--- src/rtl/pe_array_sequencer.sv ---
// pe_array_sequencer
// Job sequencer for the ARRAY_DIM x ARRAY_DIM systolic fp16 PE grid.
// A job clears the PE accumulators and streams K skewed operand indices into
// the grid. It waits for the last product to settle, then hands out results
// one row per res_valid/res_ready handshake.
//
// Ports
//   clk, reset      clock, synchronous active-high reset
//   start, k_len    job request (honoured only in IDLE) and reduction length
//   busy            high in every state except IDLE
//   done            one-cycle completion pulse
//   array_clear     PE-grid accumulator reset
//   feed_en,feed_k  per-lane operand enable and operand index (lane i at
//                   feed_k[i*K_BITS +: K_BITS])
//   res_valid,res_row,res_ready  result-row handshake
//   abort           only when PE_SEQ_ABORT_EN is defined
//
// Build option: define PE_SEQ_ABORT_EN to add the abort port. With it, abort
// in any non-IDLE state runs one clear cycle and returns to IDLE without done.
// All outputs are registered.
module pe_array_sequencer #(
  parameter int ARRAY_DIM  = 4,
  parameter int K_BITS     = 8,
  parameter int PIPE_STAGE = 2
) (
  input  logic                                clk,
  input  logic                                reset,
  input  logic                                start,
  input  logic [K_BITS-1:0]                   k_len,
  output logic                                busy,
  output logic                                done,
  output logic                                array_clear,
  output logic [ARRAY_DIM-1:0]                feed_en,
  output logic [ARRAY_DIM-1:0][K_BITS-1:0]    feed_k,
  output logic                                res_valid,
  output logic [$clog2(ARRAY_DIM)-1:0]        res_row,
  input  logic                                res_ready
`ifdef PE_SEQ_ABORT_EN
  ,
  input  logic                                abort
`endif
);

  localparam int ROW_W = $clog2(ARRAY_DIM);
  // t reaches K+ARRAY_DIM-2 with K up to 2^K_BITS-1; one spare bit means it never wraps
  localparam int T_W   = K_BITS + $clog2(ARRAY_DIM) + 1;
  localparam int C_W   = $clog2(ARRAY_DIM + PIPE_STAGE) + 1;
  localparam logic [C_W-1:0]   DRAIN_LAST = C_W'(ARRAY_DIM - 2 + PIPE_STAGE);
  localparam logic [ROW_W-1:0] ROW_LAST   = ROW_W'(ARRAY_DIM - 1);

  typedef enum logic [2:0] {IDLE, CLEAR, FEED, DRAIN, READOUT, DONE} state_t;

  state_t            state;
  logic [K_BITS-1:0] k_q;
  logic [T_W-1:0]    t;
  logic [C_W-1:0]    dcnt;
  logic [T_W-1:0]    feed_last;
`ifdef PE_SEQ_ABORT_EN
  logic              abort_pend;
`endif

  assign feed_last = T_W'(k_q) + T_W'(ARRAY_DIM - 2);

  // Lane i sees operand t-i while i <= t < i+K: the diagonal skew of the grid.
  function automatic logic [ARRAY_DIM-1:0] lane_en(input logic [T_W-1:0] tt,
                                                   input logic [K_BITS-1:0] kk);
    logic [T_W-1:0] d;
    lane_en = '0;
    for (int i = 0; i < ARRAY_DIM; i++) begin
      d = tt - T_W'(i);
      lane_en[i] = (tt >= T_W'(i)) && (d < T_W'(kk));
    end
  endfunction

  function automatic logic [ARRAY_DIM-1:0][K_BITS-1:0] lane_k(input logic [T_W-1:0] tt,
                                                              input logic [K_BITS-1:0] kk);
    logic [T_W-1:0] d;
    lane_k = '0;
    for (int i = 0; i < ARRAY_DIM; i++) begin
      d = tt - T_W'(i);
      if ((tt >= T_W'(i)) && (d < T_W'(kk))) lane_k[i] = d[K_BITS-1:0];
    end
  endfunction

  always_ff @(posedge clk) begin
    if (reset) begin
      state       <= IDLE;
      k_q         <= '0;
      t           <= '0;
      dcnt        <= '0;
      busy        <= 1'b0;
      done        <= 1'b0;
      array_clear <= 1'b1;  // grid is held clear while the sequencer is reset
      feed_en     <= '0;
      feed_k      <= '0;
      res_valid   <= 1'b0;
      res_row     <= '0;
`ifdef PE_SEQ_ABORT_EN
      abort_pend  <= 1'b0;
`endif
    end
`ifdef PE_SEQ_ABORT_EN
    else if (abort && state != IDLE) begin
      state       <= CLEAR;
      abort_pend  <= 1'b1;
      busy        <= 1'b1;
      done        <= 1'b0;
      array_clear <= 1'b1;
      feed_en     <= '0;
      feed_k      <= '0;
      res_valid   <= 1'b0;
      res_row     <= '0;
    end
`endif
    else begin
      case (state)
        IDLE: begin
          array_clear <= 1'b0;
          if (start) begin
            k_q         <= k_len;
            state       <= CLEAR;
            busy        <= 1'b1;
            array_clear <= 1'b1;
          end
        end
        CLEAR: begin
          array_clear <= 1'b0;
`ifdef PE_SEQ_ABORT_EN
          if (abort_pend) begin
            abort_pend <= 1'b0;
            busy       <= 1'b0;
            state      <= IDLE;
          end else
`endif
          if (k_q != '0) begin
            state   <= FEED;
            t       <= '0;
            feed_en <= lane_en('0, k_q);
            feed_k  <= lane_k('0, k_q);
          end else begin
            // nothing to accumulate: the cleared grid already holds the zero result
            state     <= READOUT;
            res_valid <= 1'b1;
            res_row   <= '0;
          end
        end
        FEED: begin
          if (t == feed_last) begin
            state   <= DRAIN;
            dcnt    <= '0;
            feed_en <= '0;
            feed_k  <= '0;
          end else begin
            t       <= t + T_W'(1);
            feed_en <= lane_en(t + T_W'(1), k_q);
            feed_k  <= lane_k(t + T_W'(1), k_q);
          end
        end
        DRAIN: begin
          // skew to the far corner PE plus the PE multiply/add latency
          if (dcnt == DRAIN_LAST) begin
            state     <= READOUT;
            res_valid <= 1'b1;
            res_row   <= '0;
          end else begin
            dcnt <= dcnt + C_W'(1);
          end
        end
        READOUT: begin
          if (res_ready) begin
            if (res_row == ROW_LAST) begin
              state     <= DONE;
              res_valid <= 1'b0;
              res_row   <= '0;
              done      <= 1'b1;
            end else begin
              res_row <= res_row + ROW_W'(1);
            end
          end
        end
        DONE: begin
          done  <= 1'b0;
          busy  <= 1'b0;
          state <= IDLE;
        end
        default: begin
          state <= IDLE;
          busy  <= 1'b0;
          done  <= 1'b0;
        end
      endcase
    end
  end

endmodule
--- config.mk ---
export PLATFORM = sky130hd
export DESIGN_NAME = pe_array_sequencer
export DESIGN_NICKNAME = d
export VERILOG_FILES = /design/src/rtl/pe_array_sequencer.sv
export SDC_FILE = /design/constraint.sdc
export NUM_CORES = 1
export LEC_CHECK = 0
export CAP_MARGIN = 5
export CORE_MARGIN = 2
export CORE_UTILIZATION = 60
export DETAILED_ROUTE_END_ITERATION = 16
export PLACE_DENSITY = 0.85
export SETUP_SLACK_MARGIN = 0.02
export SLEW_MARGIN = 20
export SYNTH_ARGS = -nofsm -noshare
export SYNTH_HDL_FRONTEND = slang
export SYNTH_SLANG_ARGS = --single-unit
--- constraint.sdc ---
create_clock -name clk -period 9.15 [get_ports clk]
set_input_delay 0.915 -clock clk [delete_from_list [all_inputs] [get_ports clk]]
set_output_delay 0.915 -clock clk [all_outputs]
set_load 0.01 [all_outputs]
# Word-level counts from Yosys, hierarchy flattened
# Cells that the tools add are included.
[totals]
ff_bits = 68
inputBits = 12
out_inout_bits = 42
word_cells = 109
[op_classes]
n_addsub = 7
n_lt_le_gt_ge = 9
eq_ne = 16
n_mux = 40
n_bitwise = 2
n_reduce_logical = 21
[op_table]
columns = ["op", "count"]
rows = [
  ["32-bit two-way mux", 2],
  ["32-bit one-hot mux with 2 select lines", 1],
  ["11-bit by 8-bit < comparator with 1-bit output", 4],
  ["8-bit two-way mux", 4],
  ["11-bit by 1-bit greater-or-equal comparator with 1-bit output (second input constant)", 2],
  ["11-bit by 2-bit greater-or-equal comparator with 1-bit output (second input constant)", 2],
  ["11-bit two-way mux", 2],
  ["11-bit one-hot mux with 2 select lines", 1],
  ["11-bit by 2-bit subtractor with 11-bit output (second input constant)", 2],
  ["3-bit two-way mux", 6],
  ["2-bit != test (second input constant)", 9],
  ["4-bit two-way mux", 4],
  ["4-bit one-hot mux with 2 select lines", 2],
  ["3-bit one-hot mux with 5 select lines", 1],
  ["11-bit by 1-bit adder with 11-bit output (second input constant)", 1],
  ["11-bit by 9-bit equality test with 1-bit output", 1],
  ["11-bit by 1-bit subtractor with 11-bit output (second input constant)", 1],
  ["5-bit AND reduction", 2],
  ["8-bit by 2-bit adder with 9-bit output (second input constant)", 1],
  ["3-bit AND reduction", 3],
  ["1-bit by 8-bit < comparator with 1-bit output (first input constant)", 1],
  ["1-bit two-way mux", 8],
  ["2-bit two-way mux", 4],
  ["8-bit nonzero test", 1],
  ["18 further kinds", 30],
]

# Longest topological paths before layout
# Gate-level depths: netlist (run 1).
[logic_depth]
depth_word = 7
ltp_mapped = 17
mapped_depth_nobuf = 15

# Worst setup path after synthesis (run 1)
# No wires, ideal clock.
[synth_path]
path_type = "reg-to-reg"
start = "register t[0]"
end = "register feed_k[15] in the netlist's numbering"
setup_time_ns = 0.069
arrival_time_ns = 3.245
t_required_ns = 9.081
setup_slack_ns = 5.836
path_stages_with_launch = 17
path_buffers = 2
synth_period_minus_slack_ns = 3.314
path_cell_list = "dfxtp_1 > buf_6 > inv_1 > ha_1 > clkbuf_1 > inv_1 > ha_1 > o21ai_0 > nor2_1 > xnor2_1 > ha_1 > nand4_1 > nand3_1 > o21ai_0 > nand3_1 > or4_1 > o21ai_1"
[synth_via]
elab_chain_len = 7
elab_cells_between_ends = 9
cone_classes = "add/sub: 2; order compare: 2; eq/ne: 1; mux: 3; reduce/logical: 1"
[synth_rtl]
columns = ["item", "line", "rtl"]
rows = [
  ["start, declared", "55", "logic [T_W-1:0] t;"],
  ["start signal, assigned", "154", "t <= t + T_W'(1);"],
  ["11-bit by 1-bit adder with 11-bit output", "156", "feed_k <= lane_k(t + T_W'(1), k_q);"],
  ["11-bit by 1-bit subtractor with 11-bit output", "80", "d = tt - T_W'(i);"],
  ["11-bit by 8-bit < comparator with 1-bit output", "81", "if ((tt >= T_W'(i)) && (d < T_W'(kk))) lane_k[i] = d[K_BITS-1:0];"],
  ["1-bit logical AND", "81", ""],
  ["8-bit two-way mux", "81", ""],
  ["32-bit two-way mux *", "148", "if (t == feed_last) begin"],
  ["32-bit one-hot mux with 2 select lines *", "116", "case (state)"],
  ["end signal, assigned", "139", "feed_k <= lane_k('0, k_q);"],
  ["end signal, assigned", "156", ""],
  ["end, declared", "34", "output logic [ARRAY_DIM-1:0][K_BITS-1:0] feed_k,"],
]
# Every way passes the cells marked *; elsewhere a longest branch is shown, timed or not.
# A chain may end at the register's enable or synchronous reset.

# Final worst setup path (run 1)
[layout_path]
start = "register t[0]"
end = "register feed_k[31] in the netlist's numbering"
[layout_via]
elab_chain_len = 7
elab_cells_between_ends = 9
cone_classes = "add/sub: 2; order compare: 2; eq/ne: 1; mux: 3; reduce/logical: 1"
[layout_rtl]
columns = ["item", "line"]
rows = [
  ["11-bit by 1-bit adder with 11-bit output", "156"],
  ["11-bit by 2-bit subtractor with 11-bit output", "80"],
  ["11-bit by 8-bit < comparator with 1-bit output", "81"],
  ["1-bit logical AND", "81"],
  ["8-bit two-way mux", "81"],
  ["32-bit two-way mux *", "148"],
  ["32-bit one-hot mux with 2 select lines *", "116"],
]
# Marked as above.

==> impl_metrics.csv, run 1 <==
group,metric,value,unit
drt,vias,4083,
clock_tree,cts_buffers,9,
floorplanning,start_util,61.22,%
layout,final_common_cell,"dfxtp_1",
layout,final_area,5131,sq um
layout,area_growth,16.80,%
synthesis,synth_edf_count,0,
global_route,grt_max_degree,38,
layout,nets,613,
clock_tree,insertion_delay,0.36,ns
power_and_ir_drop,p_leak,1.953,nW
clock_tree,clock_sinks,68,
drt,dr.pass1.iters,5,
timing,min_period_over_period,49.92,%
placed_design,dp.cells,647,
setup_path,rr_startpoint,"t[0]$_SDFFE_PP0P_",
setup_path,path_class,"flop to flop",
synthesis,synth-seq-area-share,30.99,%
synthesis,synthCells,526,
layout,antennaDiodeCount,0,
synthesis,synth.top_cells.by_area,"dfxtp_1, ha_1, xnor2_1",
placed_design,place_hpwl,8711,microns
placed_design,port_buffers,53,
clock_tree,cts_root_buf,"clkbuf_8",
timing,worst_pin_slew,1.005,ns
timing,fmax,218.9,MHz
clock_tree,post_cts_buffers,0,
drt,wl_met3,699,microns
setup_path,required,9.45,ns
status,status,"finished clean",
min_path,worstHoldPathCells,2,
timing,finalMaxSlewViolations,0,
floorplanning,die_h,89.57,microns
power_and_ir_drop,power.clock.fraction,25.3,%
power_and_ir_drop,switchingPower,0.4915,mW
synthesis,syn_area_per_cell,8.352,sq um
synthesis,synth.distinct_cells,60,
min_path,whs_endpoint,"feed_k[8]$_SDFFE_PP0P_",
global_route,grt_pass1_wl,18800,microns
synthesis,syn_nets,579,
placed_design,placed_area,4887,sq um
floorplanning,io_pins,54,
power_and_ir_drop,power,1.203,mW
layout,final_core_util,71.51,%
drt,drt-met1-wl,4982,microns
setup_path,end_kind,"flop",
synthesis,synthFlopType,"dfxtp_1",
floorplanning,dieArea,8022,sq um
synthesis,yosysTopAreaCellShare,30.99,%
power_and_ir_drop,p_int,0.7111,mW
global_route,track_usage,30.68,%
clock_tree,post_cts_resize_count,0,
setup_path,cp_max_fo,15,
drt,postRouteAntennaNets,0,
layout,final_cell_mix,"dfxtp_1, clkdlybuf4s50_1, nand2_1",
clock_tree,htreeDepth,3,
synthesis,ys_ff_latch,68,
setup_path,worstSetupStartpointType,"flop",
power_and_ir_drop,switching_share,40.87,%
drt,drt-total-wl,11740,microns
setup_path,worstReg2RegEnd,"feed_k[31]$_SDFFE_PP0P_",
power_and_ir_drop,combPwrFrac,43.8,%
global_route,antenna_found_initial,0,
timing,relSlewSlack,32.80,%
timing,hold_viol_final,0,
clock_tree,hold_buffers,0,
global_route,grt_pass1_vias,3825,
global_route,overflow,0,
clock_tree,cts_buffer_depth,2,
floorplanning,die-width,89.57,microns
flow_run,cap_violations,0,
min_path,hold_path.class,"flop to flop",
drt,route.met2.wl,5554,microns
synthesis,async_flop_share,0,%
clock_tree,path_clk_slew,0.08,ns
setup_path,regToRegSetupSlack,4.58,ns
synthesis,syn-cell-area,4393,sq um
power_and_ir_drop,power.density,234.4,nW/um^2
power_and_ir_drop,pwr-share-seq,30.9,%
timing,finClkSkew,0.01067,ns
synthesis,synth_top_area_cell,"dfxtp_1",
timing,setup_viol,0,
drt,drc,0,
layout,drive_above_1_share,6.726,%
synthesis,ys_warn_count,0,
placed_design,gp_congestion,0.9636,
drt,drtIter0Drc,275,
min_path,hold_path_startpoint,"feed_k[8]$_SDFFE_PP0P_",
floorplanning,core,7176,sq um
drt,wire_per_inst,17.68,microns
layout,fin_cells,664,
timing,tns,0,ns
drt,top_layer,"met4",
setup_path,r2r_cells,14,
drt,vias_per_cell,6.149,
setup_path,cp_data_arrival_time,4.87,ns
power_and_ir_drop,ir_drop,0.1736,mV
floorplanning,rows,31,
timing,min_period,4.568,ns
clock_tree,cts_tree,"yes",
timing,rsz0062_at_grt,"false",
layout,final.fill_count,578,
stage by stage:
step	hold WS [ns]	setup slack [ns]
after floorplan	0.4480	5.836
after global placement	0.4336	4.762
after detailed placement	0.4460	4.712
after CTS	0.4660	4.690
after global routing	0.4870	4.375
final	0.4622	4.582
worst max path at each step:
stage	startpoint	endpoint	cells after the start
detailed placement	t[0]$_SDFFE_PP0P_	feed_k[28]$_SDFFE_PP0P_	14
finish	t[0]$_SDFFE_PP0P_	feed_k[31]$_SDFFE_PP0P_	14
global route	t[0]$_SDFFE_PP0P_	feed_k[31]$_SDFFE_PP0P_	14
global placement	t[0]$_SDFFE_PP0P_	feed_k[29]$_SDFFE_PP0P_	14
CTS	t[0]$_SDFFE_PP0P_	feed_k[28]$_SDFFE_PP0P_	14
floorplan	t[0]$_SDFFE_PP0P_	feed_k[15]$_SDFFE_PP0P_	16
synthesized netlist by cell type (7+ instances only):
master / instances
or3_1: 10
clkbuf_1: 19
inv_1: 22
dfxtp_1: 68
buf_2: 7
nor3_1: 17
nand3_1: 18
a21oi_1: 39
xnor2_1: 26
nand4_1: 14
o21ai_0: 26
ha_1: 41
a22o_1: 22
xor2_1: 16
nand2_1: 46
nor2_1: 39
power groups by stage:
| stage | clock (mW) | combinational [mW] | sequential [mW] |
|---|---|---|---|
| finish | 0.305 | 0.526 | 0.371 |
| global route | 0.316 | 0.588 | 0.378 |
| CTS | 0.304 | 0.513 | 0.370 |
| detailed placement | 0 | 0.507 | 0.377 |
| global placement | 0 | 0.493 | 0.374 |
| floorplan | 0 | 0.379 | 0.363 |
worst max-delay path: stages, from the launching register on:
cell and delay [ns]:
dfxtp_1 0.66, ha_1 0.48, xor2_1 0.58, inv_1 0.20, ha_1 0.25, a21o_1 0.25, xor2_1 0.24, ha_1 0.27
o21ai_0 0.09, a21oi_1 0.06, o21ai_0 0.18, nand2_1 0.12, a311o_1 0.41, a211oi_4 0.51, a22o_1 0.21
area by class of cell:
cell class | instances | area, sq um | share of cell area [%]
multi-input cells | 403 | 2774 | 54.06
flip-flops and latches | 68 | 1361 | 26.53
repair buffers | 56 | 550.5 | 10.73
clock buffers | 10 | 127.6 | 2.487
well taps | 99 | 123.9 | 2.414
clock inverters | 6 | 111.4 | 2.170
inverters | 22 | 82.58 | 1.609
registers in the layout (all words and copies together), names as in the netlist:
| signal | flops |
|---|---|
| res_row | 2 |
| state | 3 |
| k_q | 8 |
| array_clear | 1 |
| feed_k | 32 |
| dcnt | 4 |
| busy | 1 |
| res_valid | 1 |
| t | 11 |
| feed_en | 4 |
| done | 1 |
per-layer routing:
layer  up-vias  GRT usage [%]
met3        38          4.432
met2       176          51.07
met1      1930          38.26
met5         -              0
li1       1939              -
met4         0          16.01
cell families (layout without fill, tap and decap cells):
| family | count (synthesis) | after routing | synth area share, % |
|---|---|---|---|
| buf+inv | 55 | 94 | 5.924 |
| simple gates | 186 | 186 | 21.85 |
| mux | 3 | 3 | 0.7120 |
| fa+ha+maj | 41 | 41 | 11.68 |
| flops | 68 | 68 | 30.99 |
| xor+xnor | 42 | 42 | 8.374 |
| compound gates | 131 | 131 | 20.48 |
Note: power is estimated with default switching activity, not from simulation.
==> inputs of run 2 (changes only) <==
CORE_UTILIZATION = 51   (was 60)
PLACE_DENSITY = 0.77   (was 0.85)
clock period = 4.1 ns   (was 9.15 ns; I/O delays follow)
==> run 2 against run 1 <==
Clock power up 75%; non-clock buffer count up 14; via count fell by 1.8%; register-to-register slack lost 4.2 ns; combinational power is 130% higher; sequential share of layout area fell by 0.37 points; critical path type unchanged; largest cell class unchanged; largest power group unchanged.
==> impl_metrics.csv, run 2 (synthesized netlist as in run 1, its figures left out) <==
group,metric,value,unit
status,status,"finished clean",
placed_design,gp_congestion,0.9321,
power_and_ir_drop,power,2.555,mW
drt,wire_per_inst,16.69,microns
layout,reg_top3,"feed_k (32), t (11), k_q (8)",
power_and_ir_drop,p_int,1.482,mW
floorplanning,rows,33,
setup_path,end_kind,"flop",
drt,dr.pass1.iters,5,
drt,drtIter0Drc,203,
layout,nets,627,
floorplanning,io_pins,54,
min_path,hold_path.class,"flop to flop",
flow_run,cap_violations,0,
floorplanning,dieArea,9372,sq um
clock_tree,path_clk_slew,0.07,ns
setup_path,worstSetupStartpointType,"flop",
setup_path,regToRegSetupSlack,0.39,ns
setup_path,cp_data_arrival_time,4.00,ns
layout,regMostFlops,"feed_k",
power_and_ir_drop,power.density,491.1,nW/um^2
global_route,overflow,0,
layout,final_cell_mix,"dfxtp_1, clkdlybuf4s50_1, nand2_1",
clock_tree,hold_buffers,0,
drt,vias_per_cell,5.860,
power_and_ir_drop,switchingPower,1.073,mW
timing,finalMaxSlewViolations,0,
clock_tree,cts_tree,"yes",
clock_tree,clock_sinks,68,
timing,relSlewSlack,49.15,%
global_route,grt_max_degree,38,
timing,worst_pin_slew,0.7570,ns
setup_path,rr_startpoint,"t[0]$_SDFFE_PP0P_",
power_and_ir_drop,pwr-share-seq,31.9,%
placed_design,place_hpwl,8798,microns
min_path,whs_endpoint,"feed_en[1]$_SDFFE_PP0P_",
global_route,grt_pass1_wl,19030,microns
global_route,track_usage,24.71,%
timing,fin_ws,0.3857,ns
timing,min_period_over_period,90.59,%
power_and_ir_drop,combPwrFrac,47.2,%
power_and_ir_drop,power.clock.fraction,20.8,%
timing,rsz0062_at_grt,"false",
timing,setup_viol,0,
drt,vias,4008,
clock_tree,insertion_delay,0.35,ns
floorplanning,die-width,96.81,microns
clock_tree,cts_buffers,9,
drt,postRouteAntennaNets,0,
min_path,hold_path_startpoint,"feed_en[1]$_SDFFE_PP0P_",
setup_path,r2r_cells,15,
timing,hold_viol_final,0,
global_route,grt_pass1_vias,3882,
global_route,antenna_found_initial,0,
floorplanning,start_util,52.93,%
power_and_ir_drop,switching_share,42.01,%
layout,final.fill_count,728,
setup_path,cp_max_fo,9,
clock_tree,htreeDepth,3,
layout,drive_above_1_share,8.808,%
power_and_ir_drop,ir_drop,0.3424,mV
drt,drc,0,
layout,final_common_cell,"dfxtp_1",
timing,fmax,269.2,MHz
layout,largest_reg_flops,32,
drt,drt-total-wl,11420,microns
floorplanning,core,8299,sq um
placed_design,port_buffers,53,
timing,finClkSkew,0.009755,ns
setup_path,required,4.38,ns
timing,tns,0,ns
power_and_ir_drop,p_leak,2.005,nW
layout,antennaDiodeCount,0,
clock_tree,cts_buffer_depth,2,
setup_path,path_class,"flop to flop",
clock_tree,cts_root_buf,"clkbuf_8",
layout,area_growth,18.46,%
floorplanning,die_h,96.81,microns
setup_path,worstReg2RegEnd,"feed_k[8]$_SDFFE_PP0P_",
min_path,worstHoldPathCells,2,
timing,min_period,3.714,ns
placed_design,pre_cts_ws,0.3515,ns
[run 2: cell count changes in the layout (fill, tap and decap cells not counted), sizes merged]
| cell | before | now |
|---|---|---|
| buf | 3 | 17 |
| bufinv | 3 | 1 |
| clkinv | 1 | 3 |
| clkbuf | 10 | 11 |
| inv | 23 | 22 |
[run 2: worst max-delay path by stage]
stage                                  from                 endpoint  cells past startpoint
after global placement    t[0]$_SDFFE_PP0P_  feed_k[15]$_SDFFE_PP0P_                     16
after detailed placement  t[0]$_SDFFE_PP0P_   feed_k[8]$_SDFFE_PP0P_                     16
final                     t[0]$_SDFFE_PP0P_   feed_k[8]$_SDFFE_PP0P_                     15
after global routing      t[0]$_SDFFE_PP0P_   feed_k[8]$_SDFFE_PP0P_                     15
after CTS                 t[0]$_SDFFE_PP0P_   feed_k[8]$_SDFFE_PP0P_                     16
after floorplan           t[0]$_SDFFE_PP0P_  feed_k[15]$_SDFFE_PP0P_                     16
[run 2: repair_timing]
| action | 4_1_cts | 5_1_grt |
|---|---|---|
| gates resized for setup | 0 | 1 |
| buffers inserted | 0 | 0 |
| setup endpoints to repair | 0 | 2 |
[run 2: per-stage QoR]
| step | cells | cell area, sq um | hold WS [ns] | utilization (%) |
|---|---|---|---|---|
| floorplan | 526 | 4393 | 0.4480 | - |
| global placement | 668 | 5020 | 0.4321 | 60.49 |
| detailed placement | 668 | 5020 | 0.4351 | 60.49 |
| CTS | 684 | 5204 | 0.4463 | 62.70 |
| global route | 684 | 5204 | 0.4764 | 62.70 |
| finish | 684 | 5204 | 0.4402 | 62.70 |
[run 2: area by class of cell]
class / count / area (sq um) / area share (%)
sequential: 68 / 1361 / 26.16
inverter: 22 / 82.58 / 1.587
clock buffer: 11 / 131.4 / 2.525
clock inverter: 5 / 52.55 / 1.010
tap: 105 / 131.4 / 2.525
timing repair buffer: 70 / 670.6 / 12.89
multi-input combinational: 403 / 2774 / 53.31
[run 2: layer usage]
metal | vias to the layer above | track usage, % | part of all wire (%)
li1 | 1976 | - | -
met1 | 1887 | 31.21 | 45
met2 | 129 | 42.95 | 48
met3 | 16 | 4.841 | 4.9
met4 | 0 | 6.609 | 1.4
met5 | - | 0 | 0
[run 2: worst max-delay path, stage by stage, from the launching register on]
cell and delay, ns:
dfxtp_1 0.45, buf_4 0.22, inv_1 0.07, ha_1 0.36, inv_1 0.20, ha_1 0.33, o21ai_1 0.17, nor2_1 0.16
xnor2_1 0.19, ha_1 0.32, nand4_1 0.12, nand3_1 0.09, o21ai_0 0.20, nand3_1 0.14, or4_1 0.48, o21ai_1 0.16
[run 2: power by group through the flow]
stage          sequential (mW)  combinational (mW)  clock (mW)
5_1_grt                  0.830                1.34       0.574
2_1_floorplan            0.809               0.846           0
4_1_cts                  0.816                1.20       0.543
6_report                 0.816                1.21       0.533
3_5_place_dp             0.832                1.19           0
3_3_place_gp             0.827                1.17           0
==> inputs of run 3 (changes only) <==
ABC_AREA = 1   (was default)
==> run 3 against run 2 <==
Synthesized cell count increased by 29%; non-clock buffer count is 12 lower; critical endpoint is now feed_k[9]$_SDFFE_PP0P_; sequential share of layout area shrank 1.0 points; critical path depth rose by 7; critical path type unchanged.
==> impl_metrics.csv, run 3 <==
group,metric,value,unit
clock_tree,cts_buffers,9,
power_and_ir_drop,p_leak,2.347,nW
global_route,track_usage,28.00,%
clock_tree,clock_sinks,68,
global_route,overflow,0,
layout,final_cell_mix,"nand2_1, a21oi_1, dfxtp_1",
timing,fmax,275.3,MHz
setup_path,end_kind,"flop",
drt,drc,0,
global_route,grt_busiest_layer,"met2",
drt,wire_per_inst,16.00,microns
synthesis,ys_warn_count,0,
setup_path,required,4.38,ns
floorplanning,dieArea,9743,sq um
status,status,"finished clean",
clock_tree,htreeDepth,3,
placed_design,gp_congestion,1.007,
synthesis,synth-seq-area-share,29.76,%
layout,reg_top3,"feed_k (32), t (11), k_q (8)",
min_path,hold_path.class,"flop to flop",
placed_design,port_buffers,53,
synthesis,synth_top_area_cell,"dfxtp_1",
synthesis,syn_nets,729,
synthesis,syn_area_per_cell,6.767,sq um
setup_path,rr_startpoint,"t[0]$_SDFFE_PP0P_",
drt,dr.pass1.iters,5,
setup_path,worstSetupStartpointType,"flop",
setup_path,endpoint,"feed_k[9]$_SDFFE_PP0P_",
timing,finClkSkew,0.009307,ns
drt,drt-total-wl,13440,microns
synthesis,synth.top_cells.by_area,"dfxtp_1, nand2_1, ha_1",
floorplanning,die-width,98.71,microns
setup_path,critPathBufInv,3,
floorplanning,io_pins,54,
global_route,grt_pass1_wl,21620,microns
global_route,met1_usage,33.99,%
global_route,antenna_found_initial,0,
synthesis,syn-cell-area,4574,sq um
synthesis,synth.distinct_cells,39,
layout,regMostFlops,"feed_k",
clock_tree,hold_buffers,0,
timing,hold_viol_final,0,
synthesis,synthCells,676,
drt,drtIter0Drc,272,
setup_path,cp.depth,22,
setup_path,max_stage_delay,0.51,ns
placed_design,placed_area,5191,sq um
setup_path,path_class,"flop to flop",
setup_path,cp_max_fo,10,
setup_path,cpLargestDelayFamily,"simple AND/OR/NAND/NOR gates",
drt,vias,4669,
layout,area_growth,18.60,%
drt,postRouteAntennaNets,0,
layout,largest_reg_flops,32,
flow_run,cap_violations,0,
setup_path,critPathSlowestCell,"dfxtp_2",
layout,final_common_cell,"nand2_1",
synthesis,yosysTopAreaCellShare,29.76,%
setup_path,path_cells,"inv_2 -> ha_1 -> inv_1 -> ha_1 -> nand2_1 -> inv_1 -> nor2_1 -> nand2_1 -> nor2_1 -> xor2_1 -> ha_1 -> nand2_1 -> nor2_1 -> nor2_1 -> nand2_1 -> nand2_1 -> nand2_1 -> nor2_1 -> nand3_1 -> nor2_4 -> nand4_1 -> a21oi_1",
timing,finalMaxSlewViolations,0,
floorplanning,start_util,52.45,%
global_route,grt_max_degree,44,
synthesis,ys_ff_latch,68,
timing,setup_viol,0,
timing,min_period_over_period,88.59,%
floorplanning,core,8721,sq um
timing,tns,0,ns
layout,nets,780,
timing,worst_pin_slew,0.8440,ns
setup_path,r2r_cells,22,
power_and_ir_drop,power,5.504,mW
clock_tree,cts_tree,"yes",
clock_tree,insertion_delay,0.35,ns
clock_tree,cts_root_buf,"clkbuf_8",
power_and_ir_drop,power.density,1014,nW/um^2
layout,final_area,5425,sq um
global_route,grt_pass1_vias,4437,
placed_design,place_hpwl,10310,microns
layout,antennaDiodeCount,0,
floorplanning,die_h,98.71,microns
drt,vias_per_cell,5.558,
layout,drive_above_1_share,9.153,%
timing,relSlewSlack,43.53,%
synthesis,synth_edf_count,0,
global_route,use_met3,5.106,%
synthesis,async_flop_share,0,%
setup_path,worstReg2RegEnd,"feed_k[9]$_SDFFE_PP0P_",
setup_path,cp_data_arrival_time,3.91,ns
timing,min_period,3.632,ns
synthesis,synthFlopType,"dfxtp_1",
floorplanning,rows,34,
synthesis,yosys-top-cells-count,"nand2_1, a21oi_1, dfxtp_1",
timing,rsz0062_at_grt,"false",
clock_tree,path_clk_slew,0.08,ns
setup_path,crit_start,"t[0]$_SDFFE_PP0P_",
min_path,worstHoldPathCells,2,
setup_path,regToRegSetupSlack,0.47,ns
global_route,global_route.usage.met2,49.29,%
power_and_ir_drop,ir_drop,0.5036,mV
clock_tree,cts_buffer_depth,2,
synthesis,synth.most_common_cell,"nand2_1",
setup_path,path_common_cell,"nand2_1",
==> run 3: changes by cell type after synthesis, sizes merged, moves of 7 or more <==
cell	delta
nand2	+142
inv	+45
nor2	+36
a21oi	+34
nand3	+34
xnor2	-25
a22o	-22
nor3	-12
nand4	+10
or3	-10
buf	-8
and2	-7
clkbuf	-7
==> run 3: worst register-to-register path: cells and delay by family (launching register included) <==
family	cells	cell delay, ns
buffers and inverters	3	0.38
DFF	1	0.51
and+or+nand+nor	14	1.32
AOI/OAI and AO/OA	1	0.15
xor gates and xnor gates	1	0.23
adders and majority gates	3	0.97
==> run 3: cell type report <==
type / count / area, sq um
Fill cell: 830 / 3296
Timing Repair Buffer: 58 / 568.0
Inverter: 67 / 251.5
Sequential cell: 68 / 1363
Tap cell: 108 / 135.1
Clock buffer: 11 / 151.4
Clock inverter: 5 / 81.33
Multi-Input combinational cell: 523 / 2875
==> run 3: per-layer routing <==
| layer | wire [microns] | up-vias |
|---|---|---|
| met4 | 411 | 0 |
| met1 | 5654 | 2150 |
| li1 | - | 2334 |
| met2 | 6585 | 157 |
| met3 | 791 | 28 |
| met5 | 0 | - |
==> run 3: power breakdown <==
part | total (mW) | leakage, nW | switching, mW | internal (mW)
clock | 0.661 | 0.116 | 0.284 | 0.377
sequential | 0.967 | 0.553 | 0.165 | 0.802
combinational | 3.88 | 1.68 | 2.53 | 1.35
total | 5.50 | 2.35 | 2.98 | 2.53
==> run 3: kinds of logic (layout without fill, tap and decap cells) <==
group / after synthesis / after routing / synth area share [%]
AND/OR/NAND/NOR: 353 / 353 / 35.56
AO/OA/AOI/OAI: 117 / 117 / 13.57
buffers and inverters: 85 / 141 / 7.440
flip-flops: 68 / 68 / 29.76
adder cells (fa/ha/maj): 41 / 41 / 11.21
XOR/XNOR: 12 / 12 / 2.462
==> run 3: worst min path at each step <==
stage	from	to	slack, ns
floorplan	t[9]$_SDFFE_PP0P_	t[9]$_SDFFE_PP0P_	0.47
global placement	res_valid$_SDFFE_PP0P_	res_valid$_SDFFE_PP0P_	0.45
detailed placement	feed_k[2]$_SDFFE_PP0P_	feed_k[2]$_SDFFE_PP0P_	0.46
CTS	feed_k[2]$_SDFFE_PP0P_	feed_k[2]$_SDFFE_PP0P_	0.47
global route	feed_k[2]$_SDFFE_PP0P_	feed_k[2]$_SDFFE_PP0P_	0.48
finish	feed_k[2]$_SDFFE_PP0P_	feed_k[2]$_SDFFE_PP0P_	0.47
==> run 3: what timing repair did <==
action                                 4_1_cts  5_1_grt
endpoints found under the hold margin        0        0
gates resized for setup                      0        1
setup endpoints to repair                    0        9
setup buffers                                0        0
==> run 3: per-stage QoR <==
step	util [%]	hold WS (ns)	worst slack (ns)	std cells
3_5_place_dp	59.53	0.4573	0.3453	824
3_3_place_gp	59.53	0.4523	0.5085	824
2_1_floorplan	-	0.4651	1.044	676
6_report	62.21	0.4669	0.4679	840
4_1_cts	62.20	0.4681	0.3224	840
5_1_grt	62.21	0.4834	0.1060	840
